[config.mk]
export PLATFORM = sky130hd
export DESIGN_NAME = dfx_packet_encap
export DESIGN_NICKNAME = d
export VERILOG_FILES = /design/src/rtl/dfx_packet_encap.sv
export SDC_FILE = /design/constraint.sdc
export NUM_CORES = 1
export LEC_CHECK = 0
export ABC_AREA = 1
export CAP_MARGIN = 40
export CORE_UTILIZATION = 34
export CTS_CLUSTER_DIAMETER = 50
export DETAILED_ROUTE_END_ITERATION = 7
export PLACE_DENSITY = 0.87
export SLEW_MARGIN = 40
export SYNTH_ARGS = -nofsm -noshare
export SYNTH_HDL_FRONTEND = slang
export SYNTH_SLANG_ARGS = --single-unit
[constraint.sdc]
create_clock -name clk -period 3.8 [get_ports clk]
set_clock_uncertainty 0.1 [all_clocks]
set_input_delay 0.38 -clock clk [delete_from_list [all_inputs] [get_ports clk]]
set_output_delay 0.38 -clock clk [all_outputs]
set_load 0.05 [all_outputs]
[src/rtl/dfx_packet_encap.sv]
// dfx_packet_encap: frames DFX source words into header + payload packets for router input port 0.
// Define DFX_ENCAP_CHECKSUM_EN to append an XOR checksum trailer word to every packet.
module dfx_packet_encap #(
  parameter int AURORA_DATA_WIDTH = 64,
  parameter int ADDR_WIDTH        = 10,
  parameter int PAYLOAD_WORDS     = 4,
  parameter int LEN_WIDTH         = 8
) (
  input  logic                         clk,
  input  logic                         rst_n,
  input  logic                         src_valid,
  input  logic [AURORA_DATA_WIDTH-1:0] src_data,
  output logic                         src_ready,
  output logic                         ready_encap_dfx,
  input  logic [8:0]                   header_pkt_send,
  input  logic [ADDR_WIDTH-1:0]        router_dst_addr_send,
  input  logic                         fifo_full,
  output logic                         fifo_wr_en,
  output logic [AURORA_DATA_WIDTH-1:0] fifo_wr_data,
  output logic                         pkt_done,
  output logic                         busy
);
  localparam int CW = $clog2(PAYLOAD_WORDS) + 1;
  localparam logic [CW-1:0] LAST = CW'(PAYLOAD_WORDS - 1);
`ifdef DFX_ENCAP_CHECKSUM_EN
  typedef enum logic [2:0] {IDLE, REQ, WAIT, HDR, PAYLOAD, TRAIL} state_t;
  logic [AURORA_DATA_WIDTH-1:0] r_xor;
`else
  typedef enum logic [2:0] {IDLE, REQ, WAIT, HDR, PAYLOAD} state_t;
`endif
  state_t                       r_state, w_next;
  logic [8:0]                   r_hdr;
  logic [ADDR_WIDTH-1:0]        r_dst;
  logic [CW-1:0]                r_wcnt;
  logic                         r_pkt_done;
  logic                         w_xfer, w_last, w_done;
  logic [AURORA_DATA_WIDTH-1:0] w_hdr_word;
  assign w_hdr_word = {{(AURORA_DATA_WIDTH-9-ADDR_WIDTH-LEN_WIDTH){1'b0}},
                       LEN_WIDTH'(PAYLOAD_WORDS), r_dst, r_hdr};
  assign w_xfer = (r_state == PAYLOAD) && src_valid && !fifo_full;
  assign w_last = w_xfer && (r_wcnt == LAST);
  assign pkt_done = r_pkt_done;
  assign busy = (r_state != IDLE);
  always_comb begin
    w_next = r_state;
    src_ready = 1'b0;
    ready_encap_dfx = 1'b0;
    fifo_wr_en = 1'b0;
    fifo_wr_data = '0;
    w_done = 1'b0;
    case (r_state)
      IDLE: w_next = src_valid ? REQ : IDLE;
      REQ: begin
        ready_encap_dfx = 1'b1;
        w_next = WAIT;
      end
      WAIT: w_next = HDR;
      HDR: begin
        fifo_wr_en = !fifo_full;
        fifo_wr_data = fifo_full ? '0 : w_hdr_word;
        w_next = fifo_full ? HDR : PAYLOAD;
      end
      PAYLOAD: begin
        src_ready = !fifo_full;
        fifo_wr_en = w_xfer;
        fifo_wr_data = w_xfer ? src_data : '0;
`ifdef DFX_ENCAP_CHECKSUM_EN
        w_next = w_last ? TRAIL : PAYLOAD;
`else
        w_next = w_last ? IDLE : PAYLOAD;
        w_done = w_last;
`endif
      end
`ifdef DFX_ENCAP_CHECKSUM_EN
      TRAIL: begin
        fifo_wr_en = !fifo_full;
        fifo_wr_data = fifo_full ? '0 : r_xor;
        w_next = fifo_full ? TRAIL : IDLE;
        w_done = !fifo_full;
      end
`endif
      default: w_next = IDLE;
    endcase
  end
  always_ff @(posedge clk or negedge rst_n) begin
    if (!rst_n) begin
      r_state <= IDLE;
      r_hdr <= '0;
      r_dst <= '0;
      r_wcnt <= '0;
      r_pkt_done <= 1'b0;
`ifdef DFX_ENCAP_CHECKSUM_EN
      r_xor <= '0;
`endif
    end else begin
      r_state <= w_next;
      r_pkt_done <= w_done;
      // controller header registers are stable by the end of WAIT
      if (r_state == WAIT) begin
        r_hdr <= header_pkt_send;
        r_dst <= router_dst_addr_send;
        r_wcnt <= '0;
`ifdef DFX_ENCAP_CHECKSUM_EN
        r_xor <= '0;
`endif
      end
      if (w_xfer) begin
        r_wcnt <= r_wcnt + CW'(1);
`ifdef DFX_ENCAP_CHECKSUM_EN
        r_xor <= r_xor ^ src_data;
`endif
      end
    end
  end
endmodule

* Word-level counts from Yosys, hierarchy flattened
Cells that the tools add are included.
Storage, ports and cells: flip-flop bits (word level) 26, latch bits 0, bits in writable memories 0, bits in read-only memories 0, input bits 87, output and inout port bits 69, logic and storage cells 31, memories kept 0
Cells by class: add/subtract/negate cells 1, multipliers 0, div/mod/pow operators 0, magnitude comparators 0, eq/ne operators 5, shift operators 0, muxes and demuxes 13, bitwise logic cells 0, reductions and logical operators 7
Operators by type and width (count):
- $pmux W64 S2 | 1
- $mux W64 | 1
- $mux W22 | 1
- $pmux W3 S5 | 1
- $mux W3 | 4
- $eq A3 B2 Y1 const B | 3
- $mux W1 | 4
- $add A3 B1 Y3 const B | 1
- $eq A3 B1 Y1 const B | 1
- $eq A3 B3 Y1 const B | 1
- $logic_and A1 B1 Y1 | 3
- $logic_not A3 Y1 | 1
- $reduce_bool A3 Y1 | 1
- $pmux W1 S2 | 1
- $reduce_bool A2 Y1 | 1
- $logic_not A1 Y1 | 1

* Depth between registers and ports, before layout
Gate-level depths: netlist (run 1).
depth after elaboration 6, mapped depth 6, depth with buffers taken out 5

* Worst setup path before layout (run 1)
Ideal clock, no wire load.
path kind reg-to-output, from register r_state[0], to output fifo_wr_data[50], arrival 1.561 ns, required time 3.320 ns, path slack 1.759 ns, cell stages (with the launch flop) 5, path buffers 1, path through dfrtp_1 > nor2_2 > nand4_2 > buf_2 > nor2_1
Between the ends: word-level cells in the longest chain between the ends 5, elaborated cells on any way between the ends 6, those cells by class 2 x eq/ne; 2 x mux; 2 x reduce/logical
RTL lines:
- start, declared | RTL line 31 | state_t r_state, w_next;
- start signal, assigned | RTL line 96 | r_state <= w_next;
- $eq A3 B3 Y1 | RTL line 40, 51
- $logic_and A1 B1 Y1 (2 in series) | RTL line 40 | assign w_xfer = (r_state == PAYLOAD) && src_valid && !fifo_full;
- $mux W64 | RTL line 66 | fifo_wr_data = w_xfer ? src_data : '0;
- $pmux W64 S2 (*) | RTL line 51 | case (r_state)
- end, declared | RTL line 19 | output logic [AURORA_DATA_WIDTH-1:0] fifo_wr_data,
Every way passes the cells marked *; elsewhere a longest branch is shown, timed or not.

* Worst setup path after layout (run 1)
from register r_state[1], to output fifo_wr_en
Between the ends: word-level cells in the longest chain between the ends 4, elaborated cells on any way between the ends 5, those cells by class 2 x eq/ne; 1 x mux; 2 x reduce/logical
RTL lines:
- $eq A3 B3 Y1 | RTL line 40, 51
- $logic_and A1 B1 Y1 (2 in series) | RTL line 40
- $pmux W1 S2 (*) | RTL line 51
- end, declared | RTL line 18 | output logic fifo_wr_en,
Marks and branches as above.

==> results.md, run 1 <==
- Setup-failing EPs final: 0
- Gr usage total: 21.3%
- FF+latch count, synth: 26
- Drt first pass iters: 4
- Number of flops mapped to enable cells by yosys: 0
- Top Usage Layer GRT: met2
- Outcome: finished with violations
- Layout cells sized above 1: 19.5%
- Worst flop-to-flop path startpoint: r_state[1]$_DFF_PN0_
- Slew headroom: 49.4%
- DRC errors left: 0
- Flop pwr share: 30.2%
- DR WL/cell: 11.4 µm
- F_max: 377 MHz
- GP Congestion: 0.748
- CP Launch Type: flop
- Post-Syn Nets: 377
- Main synth FF type: dfrtp_1
- Fin crit period: 2650 ps
- Top cell type by total area after synthesis: dfrtp_1
- Max VDD drop: 0.338 mV
- Share of total power in the clock network: 13.6%
- Max-Cap Viols: 0
- Die extent in y: 73.9 µm
- Vias/cell: 4.38
- Syn avg cell area: 6.10 µm²
- M1 GR Usage: 23.2%
- First-pass GRT wire length: 9050 µm
- GRT met2 Usage: 42.0%
- Worst path cell trace: nor2_2 > nand4_2 > buf_4 > nand2_1 > buf_12
- Combinational share of power: 56.1%
- Area of the core: 4850 µm²
- DRT iter0 DRCs: 54
- Top-area cell type share of the netlist area: 37.1%
- Synth unique cells: 15
- Hold Slack: -4.27 ps
- Max incr delay on CP: 840 ps
- Total number of vias: 2197
- PortBufs: 155
- Final ANT Viol Nets: 0
- Number of global-route vias before repair: 2032
- Final hold viol count: 4
- Crit path from: r_state[1]$_DFF_PN0_
- Ys async rst share: 100%
- CTS tree: done
- Met3 GRT Util: 3.70%
- Mapped Area: 1760 µm²
- Crit path max-delay cell type: dfrtp_1
- Top-count cell post-synth: nand2_1
- NetSw: 752 µW
- Setup TNS: 0 ps
- Crit Path Class: flop to primary output
- Post-synthesis cell count: 288
- Worst slew pin tran: 759 ps
- Rows: 25
- Internal cell power: 917 µW
- CP Data Arrival Time: 2170 ps
- Pwr per Cell Area: 478 nW/µm²
- Clock Tree Buf Depth: 2
- Cts repair resizes: 0
- R2r setup slk: 1780 ps
- Unrepaired setup endpoints after global routing: no
- Crit path max-delay family: flip-flops
- Worst-path clk slew: 90 ps
- Non-Filler Instances: 502
- GRT overflow: 0
- Period utilisation layout: 69.8%
- Top post-synthesis cells by area: dfrtp_1, nand2_1, inv_1
- Dpl hpwl: 4670 µm
- Count of hold-fix buffers inserted at cts: 0
- H-tree depth: 1
- Synth top cells by count: nand2_1, inv_1, nor2_1
- Num CTS Buffers: 3
- Clk_lat worst skew: 270 ps
- Ports: 156
- Routed WL: 5730 µm
- Switching fraction of total power: 45.1%
- Number of diodes: 0
- Initial core utilization: 36.2%
- CP Capture Type: primary output
- Largest net degree at the start of global routing: 50
- Seq/Total Area, Yosys: 37.1%
- CTS sink count: 26
- Die area: 5450 µm²
- Antenna violations before repair: 0
- Leak: 0.00191 µW
- Synth warn: 0
- Worst min path class: input port to asynchronous set/reset pin
- Setup bufs post-CTS: 0
- DIE WIDTH: 73.9 µm
- Worst path required time: 3320 ps
- P&R area growth vs syn: 98.9%
- CP Max Fanout: 49
- Fin. max-slew vios: 0
- CP bufs+invs: 2
- CTS Root Cell: clkbuf_8
- Layout net count: 525
- Failing checks: negative hold slack
- Placed Cells incl. Taps: 498
==> layout make-up <==
cell class / instances / area [µm²]
clock buffer: 3 / 41.3
clock inverter: 1 / 30.0
fill: 403 / 1360
inverter: 50 / 188
multi-input combinational: 197 / 828
sequential: 26 / 651
tap: 67 / 83.8
timing repair buffer: 158 / 1670
==> power groups by stage <==
stage	Clock, µW	Sequential, µW	Combinational (µW)
floorplan	0	460	585
CTS	230	507	947
global placement	0	504	924
finish	228	505	937
global route	244	528	1020
detailed placement	0	508	949
==> worst reg2reg max path, cell delays in order, from the launching register on <==
cell	delay [ps]
dfrtp_1	840
nand2_1	650
nand3_1	250
nand2_1	70
==> layout by cell type, fill, tap and decap left out, drive strengths merged <==
cell type,count
inv,50
o21ai,1
clkbuf,3
o31ai,1
dfrtp,26
nand2,118
nand4,1
buf,69
nor2,48
clkdlybuf4s50,89
nand3,26
ha,2
bufinv,1
==> stage by stage <==
stage                     cell area [µm²]  util (%)  hold WS (ps)  power, µW  setup slack (ps)
after global placement               3420      70.6           357       1430              1450
after global routing                 3490      72.0          42.3       1800               919
after detailed placement             3420      70.5           308       1460              1410
after floorplan                      1760         -         -15.6       1040              1760
final                                3490      72.0         -4.27       1670              1150
after CTS                            3490      72.0          12.1       1680              1110
==> sequential cells by signal, summed over array words and instances, names as in the netlist <==
name,flops
pkt_done,1
r_wcnt,3
r_dst,10
r_state,3
r_hdr,9
==> layer usage <==
metal | up-vias | part of all wire (%)
met1 | 973 | 37
met2 | 91 | 55
met3 | 6 | 7.4
met5 | - | 0
met4 | 0 | 1.1
li1 | 1127 | -
==> logic make-up after synthesis <==
group | share of synthesized area [%]
compound gates | 0.713
fa+ha+maj | 1.43
flops | 37.1
simple gates | 45.0
buf+inv | 15.8
==> worst paths after layout <==
check	end	cells after the start
min in group clk	r_hdr[7]$_DFFE_PN0P_	2
max in group asynchronous	r_dst[3]$_DFFE_PN0P_	1
worst min-delay path	r_hdr[3]$_DFFE_PN0P_	1
worst max-delay path	fifo_wr_en	5
worst max register to register	r_wcnt[1]$_DFFE_PN0P_	3
worst min register to register	r_hdr[7]$_DFFE_PN0P_	2
Note: power is estimated with default switching activity, not from simulation.
==> inputs of run 2 (changes only) <==
--- a/config.mk
+++ b/config.mk
@@ -7,10 +7,10 @@
 export LEC_CHECK = 0
 export ABC_AREA = 1
 export CAP_MARGIN = 40
-export CORE_UTILIZATION = 34
+export CORE_UTILIZATION = 28
 export CTS_CLUSTER_DIAMETER = 50
 export DETAILED_ROUTE_END_ITERATION = 7
-export PLACE_DENSITY = 0.87
+export PLACE_DENSITY = 0.76
 export SLEW_MARGIN = 40
 export SYNTH_ARGS = -nofsm -noshare
 export SYNTH_HDL_FRONTEND = slang
==> constraint.sdc (replaced) <==
create_clock -name clk -period 2.3 [get_ports clk]
set_clock_uncertainty 0.1 [all_clocks]
set_input_delay 0.23 -clock clk [delete_from_list [all_inputs] [get_ports clk]]
set_output_delay 0.23 -clock clk [all_outputs]
set_load 0.05 [all_outputs]
==> run 2 against run 1 <==
The run now ends clean. Highest routed layer unchanged. Utilization down 4.0 points. Die area up 21%. Register-to-register slack worse by 1200 ps. Critical path depth unchanged. Critical endpoint is now fifo_wr_data[33]. Largest cell class unchanged. Non-clock buffer count rose by 2. Hold slack better by 230 ps. Sequential power grew 55%. Wire length rose by 4.7%. Worst setup slack worse by 930 ps. Flip-flop and latch count did not move.
==> results.md, run 2 (same netlist as run 1, synthesis figures left out) <==
- Die area: 6590 µm²
- CP Capture Type: primary output
- CTS Root Cell: clkbuf_8
- Total number of vias: 2219
- Number of diodes: 0
- Slew headroom: 51.1%
- Worst min path class: input port to asynchronous set/reset pin
- Outcome: complete, no violations
- Fin util: 68.0%
- Most common cell after layout, fill and taps aside: nand2_1
- Crit path max-delay family: simple AND/OR/NAND/NOR gates
- CP Max Fanout: 49
- Count of hold-fix buffers inserted at cts: 0
- Worst path cell trace: nor2_2 > nand4_2 > buf_4 > nor2_1 > buf_12
- Worst slew pin tran: 732 ps
- Unrepaired setup endpoints after global routing: no
- CTS tree: done
- GRT overflow: 0
- Layout cells sized above 1: 20.4%
- Rows: 28
- Max FFs per register: 10
- Worst-path clk slew: 90 ps
- Die extent in y: 81.2 µm
- Fin. max-slew vios: 0
- Leak: 0.00205 µW
- Reg with most FFs: r_dst
- Dpl hpwl: 4950 µm
- Largest net degree at the start of global routing: 50
- Setup TNS: 0 ps
- Layout net count: 527
- Number of global-route vias before repair: 2073
- Pwr per Cell Area: 691 nW/µm²
- P&R area growth vs syn: 132%
- R2r setup slk: 600 ps
- Max incr delay on CP: 440 ps
- Routed WL: 6000 µm
- Setup bufs post-CTS: 0
- DR WL/cell: 11.7 µm
- GP Congestion: 0.773
- Ports: 156
- DIE WIDTH: 81.2 µm
- H-tree depth: 1
- PortBufs: 155
- CP Data Arrival Time: 1750 ps
- Worst flop-to-flop path startpoint: r_state[1]$_DFF_PN0_
- Clk_lat worst skew: 260 ps
- Crit path max-delay cell type: dfrtp_1
- First-pass GRT wire length: 9340 µm
- Crit Path Class: flop to primary output
- Max-Cap Viols: 0
- Max VDD drop: 0.461 mV
- Worst path required time: 1970 ps
- Setup-failing EPs final: 0
- Gr usage total: 18.1%
- Cts repair resizes: 0
- Biggest regs: r_dst: 10 flops, r_hdr: 9 flops
- Num CTS Buffers: 3
- Antenna violations before repair: 0
- Fin crit period: 2080 ps
- DRC errors left: 0
- Final hold viol count: 0
- F_max: 480 MHz
- Clock Tree Buf Depth: 2
- Final ANT Viol Nets: 0
- Pre-CTS setup slack: 211 ps
- Initial core utilization: 29.3%
- CP bufs+invs: 2
- Vias/cell: 4.33
- CTS sink count: 26
- DRT iter0 DRCs: 60
- Slack of the critical path: 217 ps
- Area of the core: 5990 µm²
- Period utilisation layout: 90.5%
- End of the worst register-to-register path: r_wcnt[0]$_DFFE_PN0P_
- Drt first pass iters: 4
- Worst r2r path cells: 4
- CP Launch Type: flop
- Most frequent cells in the layout: nand2_1, clkdlybuf4s50_1, buf_12, inv_1, nor2_1
==> run 2: cell type report <==
class                   count  area, µm²
inverters                  50        188
multi-input cells         197        828
repair buffers            160       2240
well taps                  75       93.8
flip-flops and latches     26        651
clock inverters             1       30.0
clock buffers               3       41.3
fillers                   456       1910
==> run 2: how the worst max path moves through the flow <==
stage / startpoint / to / depth (start not counted)
2_1_floorplan: r_state[0]$_DFF_PN0_ / fifo_wr_data[50] / 4
6_report: r_state[0]$_DFF_PN0_ / fifo_wr_data[33] / 5
5_1_grt: fifo_full / fifo_wr_en / 6
3_5_place_dp: fifo_full / fifo_wr_en / 6
3_3_place_gp: fifo_full / fifo_wr_en / 6
4_1_cts: r_state[0]$_DFF_PN0_ / fifo_wr_data[50] / 5
==> run 2: worst register-to-register path, cell delays in order (launching register included) <==
cell	delay (ps)
dfrtp_1	400
buf_4	280
nand2_1	490
nand3_1	260
nand2_1	70
==> run 2: per-layer routing <==
metal / part of all wire, % / routed length (µm) / track usage (%)
met4: 1.3 / 76 / 4.29
met5: 0 / 0 / 0
met1: 36 / 2160 / 18.2
met3: 9.4 / 566 / 4.94
met2: 53 / 3200 / 36.1
==> run 2: power breakdown <==
group	switching, µW	internal [µW]
registers	126	657
clock network	136	232
logic	986	681
total	1250	1570
==> run 2: metrics by stage <==
step	hold slack, ps	instances	cell area, µm²	power [µW]
detailed placement	359	508	4010	2470
global placement	354	508	4010	2430
finish	224	512	4080	2820
CTS	229	512	4080	2850
floorplan	-166	288	1760	1730
global route	256	512	4080	3010
